--- src/rtl/cpu_run_ctrl.sv ---
// rtl/cpu_run_ctrl.sv - CPU clock-enable divider with run/halt/single-step control
//
// Purpose:
//   Produces the processor-wide one-cycle clk_en pulse at a programmable
//   divide ratio and gates it with a RUN / HALTED / STEP state machine.
//   The machine honours the decoded HALT instruction, an external halt
//   request and a PC breakpoint. It also counts retired instructions, where
//   one enable pulse retires one instruction.
//
// Ports:
//   clk_pi        in   system clock
//   reset_n_pi    in   asynchronous active-low reset
//   run_pi        in   request RUN (level)
//   step_pi       in   request a single instruction
//   halt_req_pi   in   external halt request
//   halt_cmd_pi   in   decoder HALT for the current instruction
//   pc_pi         in   current program counter
//   bp_en_pi      in   breakpoint enable
//   bp_addr_pi    in   breakpoint address
//   clr_count_pi  in   synchronous clear of the retired counter
//   clk_en_po     out  one-cycle CPU enable pulse
//   halted_po     out  1 when state is HALTED
//   state_po      out  00 HALTED, 01 RUN, 10 STEP
//   retired_po    out  retired-instruction count

module cpu_run_ctrl #(
  parameter int DIV       = 4,
  parameter int PC_W      = 16,
  parameter int CNT_W     = 32,
  parameter bit START_RUN = 1'b1
) (
  input  logic             clk_pi,
  input  logic             reset_n_pi,
  input  logic             run_pi,
  input  logic             step_pi,
  input  logic             halt_req_pi,
  input  logic             halt_cmd_pi,
  input  logic [PC_W-1:0]  pc_pi,
  input  logic             bp_en_pi,
  input  logic [PC_W-1:0]  bp_addr_pi,
  input  logic             clr_count_pi,
  output logic             clk_en_po,
  output logic             halted_po,
  output logic [1:0]       state_po,
  output logic [CNT_W-1:0] retired_po
);

  localparam logic [1:0] ST_HALTED = 2'b00;
  localparam logic [1:0] ST_RUN    = 2'b01;
  localparam logic [1:0] ST_STEP   = 2'b10;

  localparam logic [1:0] RESET_STATE = START_RUN ? ST_RUN : ST_HALTED;

  // DIV=1 still needs a one-bit counter so the vector is never zero-width.
  localparam int               DIV_W    = (DIV > 1) ? $clog2(DIV) : 1;
  localparam logic [DIV_W-1:0] DIV_LAST = DIV_W'(DIV - 1);

  logic [1:0]       state;
  logic [1:0]       state_nxt;
  logic [DIV_W-1:0] div_cnt;
  logic             bp_skip;
  logic             halted;
  logic [CNT_W-1:0] retired;
  logic             tick;
  logic             bp_hit;
  logic             clk_en;

  assign tick   = (div_cnt == DIV_LAST);

  // bp_skip masks the breakpoint for the first instruction after a resume,
  // so execution can move past the address it stopped on.
  assign bp_hit = bp_en_pi && (pc_pi == bp_addr_pi) && !bp_skip;

  // Gating with reset_n_pi keeps a pulse from leaking out while reset is
  // held. Without it a DIV=1, START_RUN=1 instance would pulse during reset.
  assign clk_en = reset_n_pi && tick && (state != ST_HALTED) &&
                  !halt_req_pi && !bp_hit;

  always_comb begin
    state_nxt = state;
    case (state)
      ST_HALTED: begin
        if (run_pi)       state_nxt = ST_RUN;
        else if (step_pi) state_nxt = ST_STEP;
      end
      ST_RUN: begin
        if (halt_req_pi)                    state_nxt = ST_HALTED;
        else if (tick && bp_hit)            state_nxt = ST_HALTED;
        else if (clk_en && halt_cmd_pi)     state_nxt = ST_HALTED;
      end
      ST_STEP: begin
        if (halt_req_pi)                    state_nxt = ST_HALTED;
        else if (tick && bp_hit)            state_nxt = ST_HALTED;
        else if (clk_en)                    state_nxt = ST_HALTED;
      end
      default: state_nxt = ST_HALTED;
    endcase
  end

  always_ff @(posedge clk_pi or negedge reset_n_pi) begin
    if (!reset_n_pi) begin
      state   <= RESET_STATE;
      halted  <= !START_RUN;
      div_cnt <= '0;
      bp_skip <= 1'b0;
      retired <= '0;
    end else begin
      state  <= state_nxt;
      halted <= (state_nxt == ST_HALTED);

      // The counter stays at 0 through HALTED and on the edge that enters
      // it. Each new RUN/STEP therefore starts counting from 0, and its
      // first tick lands DIV-1 cycles after the transition edge.
      if ((state == ST_HALTED) || (state_nxt == ST_HALTED)) begin
        div_cnt <= '0;
      end else if (tick) begin
        div_cnt <= '0;
      end else begin
        div_cnt <= div_cnt + DIV_W'(1);
      end

      if ((state == ST_HALTED) && (state_nxt != ST_HALTED)) begin
        bp_skip <= 1'b1;
      end else if (clk_en) begin
        bp_skip <= 1'b0;
      end

      if (clr_count_pi) begin
        retired <= '0;
      end else if (clk_en) begin
        retired <= retired + CNT_W'(1);
      end
    end
  end

  assign clk_en_po  = clk_en;
  assign halted_po  = halted;
  assign state_po   = state;
  assign retired_po = retired;

endmodule

--- config.mk ---
export PLATFORM = sky130hd
export DESIGN_NAME = cpu_run_ctrl
export DESIGN_NICKNAME = d
export VERILOG_FILES = /design/src/rtl/cpu_run_ctrl.sv
export SDC_FILE = /design/constraint.sdc
export NUM_CORES = 1
export LEC_CHECK = 0
export BUFFER_PORTS_ARGS = -buffer_cell sky130_fd_sc_hd__buf_4
export CAP_MARGIN = 25
export CORE_ASPECT_RATIO = 0.8
export CORE_MARGIN = 3
export CORE_UTILIZATION = 54
export CTS_CLUSTER_DIAMETER = 50
export DETAILED_ROUTE_END_ITERATION = 7
export PLACE_DENSITY = 0.82
export SLEW_MARGIN = 20
export SYNTH_ARGS = -nofsm -noshare
export SYNTH_HDL_FRONTEND = slang
export SYNTH_SLANG_ARGS = --single-unit
--- constraint.sdc ---
create_clock -name clk_pi -period 6 [get_ports clk_pi]
set_input_delay 1.2 -clock clk_pi [delete_from_list [all_inputs] [get_ports clk_pi]]
set_output_delay 1.2 -clock clk_pi [all_outputs]
set_load 0.03 [all_outputs]
== Word-level counts from Yosys, hierarchy flattened ==
Index checks and enable logic that the tools add are counted.

* Input port bits: 40
* Word-level logic and storage cells: 45
* Bits in registers: 38
* Output and inout bits: 36

* Multiplexer cells: 15
* Eq/ne operators: 4
* $add $sub $neg: 2
* Reductions and logical operators: 19

{| class="wikitable"
|+ Operators with widths
! cell !! count
|-
| 32-bit two-way mux || 2
|-
| 32-bit by 1-bit adder with 32-bit output (second input constant) || 1
|-
| 2-bit two-way mux || 10
|-
| 16-bit == test || 1
|-
| 1-bit logical AND || 9
|-
| 2-bit nonzero test || 4
|-
| 2-bit one-hot mux with 3 select lines || 1
|-
| 2-bit == test (second input constant) || 2
|-
| 2-bit logical NOT || 2
|-
| 1-bit logical NOT || 3
|-
| 2-bit by 1-bit adder with 2-bit output (second input constant) || 1
|-
| 2-bit by 1-bit == test with 1-bit output (second input constant) || 1
|-
| 1-bit two-way mux || 2
|-
| 1-bit logical OR || 1
|}

== Logic depth before layout (Yosys ltp) ==
* Depth in word-level cells: 13
* Mapped depth: 9
* Depth with buffers taken out: 7

== Least setup slack after synthesis ==
No wires, ideal clock.

* Kind: input to output
* From: input bp_addr_pi[0]
* To: output clk_en_po
* Stages: 5
* Path slack: 2513 ps
* Path buffers: 0
* Data arrival time: 2287 ps
* Data required time: 4800 ps
* Cell sequence: xor2_1 -> nor4_4 -> nand4_2 -> o21ai_4 -> inv_4

* Longest elaborated chain between the ends: 5

{| class="wikitable"
|+ Ends and longest elaborated chain
! element !! line !! RTL
|-
| start, declared || 40 || <nowiki>input logic [PC_W-1:0] bp_addr_pi,</nowiki>
|-
| 16-bit == test || 72 || <nowiki>assign bp_hit = bp_en_pi && (pc_pi == bp_addr_pi) && !bp_skip;</nowiki>
|-
| 1-bit logical AND (2 in a row) || 72 ||
|-
| 1-bit logical NOT || 77 || <nowiki>!halt_req_pi && !bp_hit;</nowiki>
|-
| 1-bit logical AND || 77 ||
|-
| end, declared || 42 || <nowiki>output logic clk_en_po,</nowiki>
|}

Every way passes these cells.

== Final worst setup path ==
* From: input bp_addr_pi[14]
* To: output clk_en_po

The elaborated chain is that of the path after synthesis.

==> impl_metrics.csv <==
group,metric,value,unit
placed_design,gp_congestion,0.792,
synthesis,synth_enable_flop_cells,0,
route,ant_nets,0,
synthesis,synth_top_area_share,41.5,%
power_and_ir_drop,leakagePower,1.30,nW
timing,finalCriticalPeriod,3.98,ns
run,cap_viol_max_count,0,
critical_path,critPathMaxStageDelay,0.39,ns
synthesis,syn_area_per_cell,9.67,um2
cts,cts_resized,0,
floorplanning,placement_rows,20,
global_route,antenna_found_initial,0,
synthesis,ys_ff_latch,38,
synthesis,synth_area,2230,um2
power_and_ir_drop,seqPwrFrac,45.7,%
critical_path,worstSetupEndpointType,"output pin",
timing,grt_setup_unrepaired,"false",
cts,clk_latency,0.29,ns
power_and_ir_drop,p_per_area,215,nW/um2
synthesis,ys_types,49,
floorplanning,fp.dieW,77.9,um
route,wl,5480,um
critical_path,worst-endpoint-required,4.80,ns
global_route,grt_pass1_vias,2052,
synthesis,synth_area_leaders,"dfrtp_1 (41%), xor2_1 (6.7%), a21oi_1 (5.6%), or3_1 (5.6%), o21ai_0 (4.3%)",
critical_path,crit_slowest_cell,"nor3b_1",
power_and_ir_drop,power_frac_comb,20.4,%
route,drc,0,
critical_path,r2r_start,"div_cnt[0]$_DFF_PN0_",
route,wl_per_cell,15.1,um
cts,root_buffer,"clkbuf_8",
power_and_ir_drop,irDropWorstVdd,0.000184,V
floorplanning,initial_core_util,57.6,%
route,vias_per_cell,5.71,
floorplanning,ios,76,
route,drt_iter0_markers,152,
synthesis,yosys.area.top_type,"dfrtp_1",
timing,hold_viol_final,0,
cts,clk_pin_slew_worst_paths,0.07,ns
critical_path,path_cells,"buf_4 -> xor2_1 -> nor3b_1 -> nand4_2 -> o21ai_4 -> inv_4 -> buf_4",
final_layout,drive_gt1_share,33.2,%
synthesis,synth_commonest_cells,"dfrtp_1 (37), a21oi_1 (25), or3_1 (20)",
synthesis,ys_async_sr_fraction,100,%
critical_path,worstSetupPathType,"in -> out",
final_layout,area_growth,31.6,%
floorplanning,die_h,63.5,um
placed_design,place_ws,2.05,ns
critical_path,worst_path_most_repeated_cell,"buf_4",
placed_design,port_buffers,75,
power_and_ir_drop,swShare,28.3,%
cts,clock-sinks,38,
critical_path,cp.arrival,2.78,ns
cts,numCtsBuffers,5,
timing,setup_viol,0,
timing,maxSlewHeadroom,47.5,%
floorplanning,dieArea,4950,um2
timing,maxSlewViolCount,0,
critical_path,path_depth,7,
global_route,grt_pass1_wl,9520,um
cts,clock_path_buffers,2,
power_and_ir_drop,switching_power,179,uW
timing,fin_crit_sh,66.4,%
critical_path,cp-startpoint,"bp_addr_pi[14]",
global_route,grt_max_degree,40,
floorplanning,coreArea,3880,um2
timing,tns,0,ns
timing,worst_slew_pin_slew,0.785,ns
critical_path,r2r_cells,7,
cts,cts_setup_buffers,0,
worst_hold_path,min_path_cells,1,
critical_path,cp_top_family,"simple AND/OR/NAND/NOR gates",
critical_path,cp_max_fo,8,
synthesis,synth-seq-area-share,42.6,%
power_and_ir_drop,power.share.clock,33.9,%
run_status,status,"finished clean",
timing,skew,0.0128,ns
final_layout,fillers,298,
synthesis,syn_inst,231,
route,dr.pass1.iters,4,
worst_hold_path,hp-class,"reg -> reg",
global_route,grt_usage,23.7,%
cts,cts_tree,"done",
power_and_ir_drop,intPower,452,uW
final_layout,nets,348,
cts,htreeDepth,2,
final_layout,antenna_cells,0,
route,vias,2066,
worst_hold_path,hold_start,"div_cnt[0]$_DFF_PN0_",
critical_path,crit_buf_inv,3,
global_route,grt_overflow_total,0,
synthesis,synth_nets,273,
timing,hold_ws,0.489,ns
timing,worst_slack,2.02,ns
placed_design,hpwl,4110,um
timing,max_freq,0.251,GHz
cts,holdBufCountCts,0,
synthesis,yosysWarnings,0,
synthesis,yosys_most_used_dff,"dfrtp_1",
critical_path,startpoint_type,"input pin",
synthesis,yosysMostFrequentCell,"dfrtp_1",
flip-flops by register name (all words and copies together) (netlist names):
| register | cells |
|---|---|
| retired_po | 32 |
| state_po | 2 |
| bp_skip | 1 |
| halted_po | 1 |
| div_cnt | 2 |
cells in the final DEF (no fill, tap or decap), drive strengths merged, types with 4 or more instances in the layout:
cell / n
and3: 5
xor2: 17
o21ai: 22
o2111ai: 4
nand4: 6
nand2: 12
a21oi: 25
nor2: 14
or3: 20
clkbuf: 5
xnor2: 6
buf: 75
dfrtp: 37
nand3: 10
inv: 6
power groups by stage:
stage / Combinational (mW) / Clock, mW / Sequential, mW
3_5_place_dp: 0.129 / 0 / 0.293
6_report: 0.128 / 0.214 / 0.289
5_1_grt: 0.139 / 0.232 / 0.291
4_1_cts: 0.130 / 0.217 / 0.288
3_3_place_gp: 0.126 / 0 / 0.291
2_1_floorplan: 0.0552 / 0 / 0.310
logic make-up (layout without fill, tap and decap cells):
kind of cell               after synthesis  after routing  share of synthesized area, %
xor gates and xnor gates                23             23                          9.02
and+or+nand+nor                         88             88                          25.3
buffers and inverters                   13             89                          2.69
DFF                                     38             38                          42.6
adders and majority gates                2              2                          1.12
AOI/OAI and AO/OA                       66             66                          18.8
muxes                                    1              1                         0.448
final timing paths:
path,slack [ns],endpoint
min in group asynchronous,0.86,retired_po[25]$_DFFE_PN0P_
setup / recovery,2.02,clk_en_po
max in group asynchronous,4.79,state_po[0]$_DFF_PN1_
hold reg to reg,0.49,div_cnt[0]$_DFF_PN0_
hold / removal,0.49,div_cnt[0]$_DFF_PN0_
setup reg to reg,3.48,retired_po[22]$_DFFE_PN0P_
metrics by stage:
stage	utilization, %	total power [mW]	std cells	area, um2
floorplan	-	0.365	231	2230
global placement	73.0	0.417	354	2830
detailed placement	73.0	0.422	354	2830
CTS	75.8	0.635	362	2940
global route	75.8	0.663	362	2940
finish	75.8	0.631	362	2940
routing by layer:
layer	track usage [%]	wire [um]	vias up
met5	0	0	-
met4	7.86	66	0
met3	6.71	315	10
met2	38.4	2690	63
met1	30.6	2410	993
li1	-	-	1000
area by class of cell:
cell class	count	area (um2)	share of cell area (%)
Timing Repair Buffer	75	563	19.2
Clock inverter	3	40.0	1.36
Inverter	6	25.0	0.851
Multi-Input combinational cell	180	1220	41.5
Clock buffer	5	68.8	2.34
Sequential cell	38	952	32.4
Tap cell	55	68.8	2.34
Note: power is estimated with default switching activity, not from simulation.
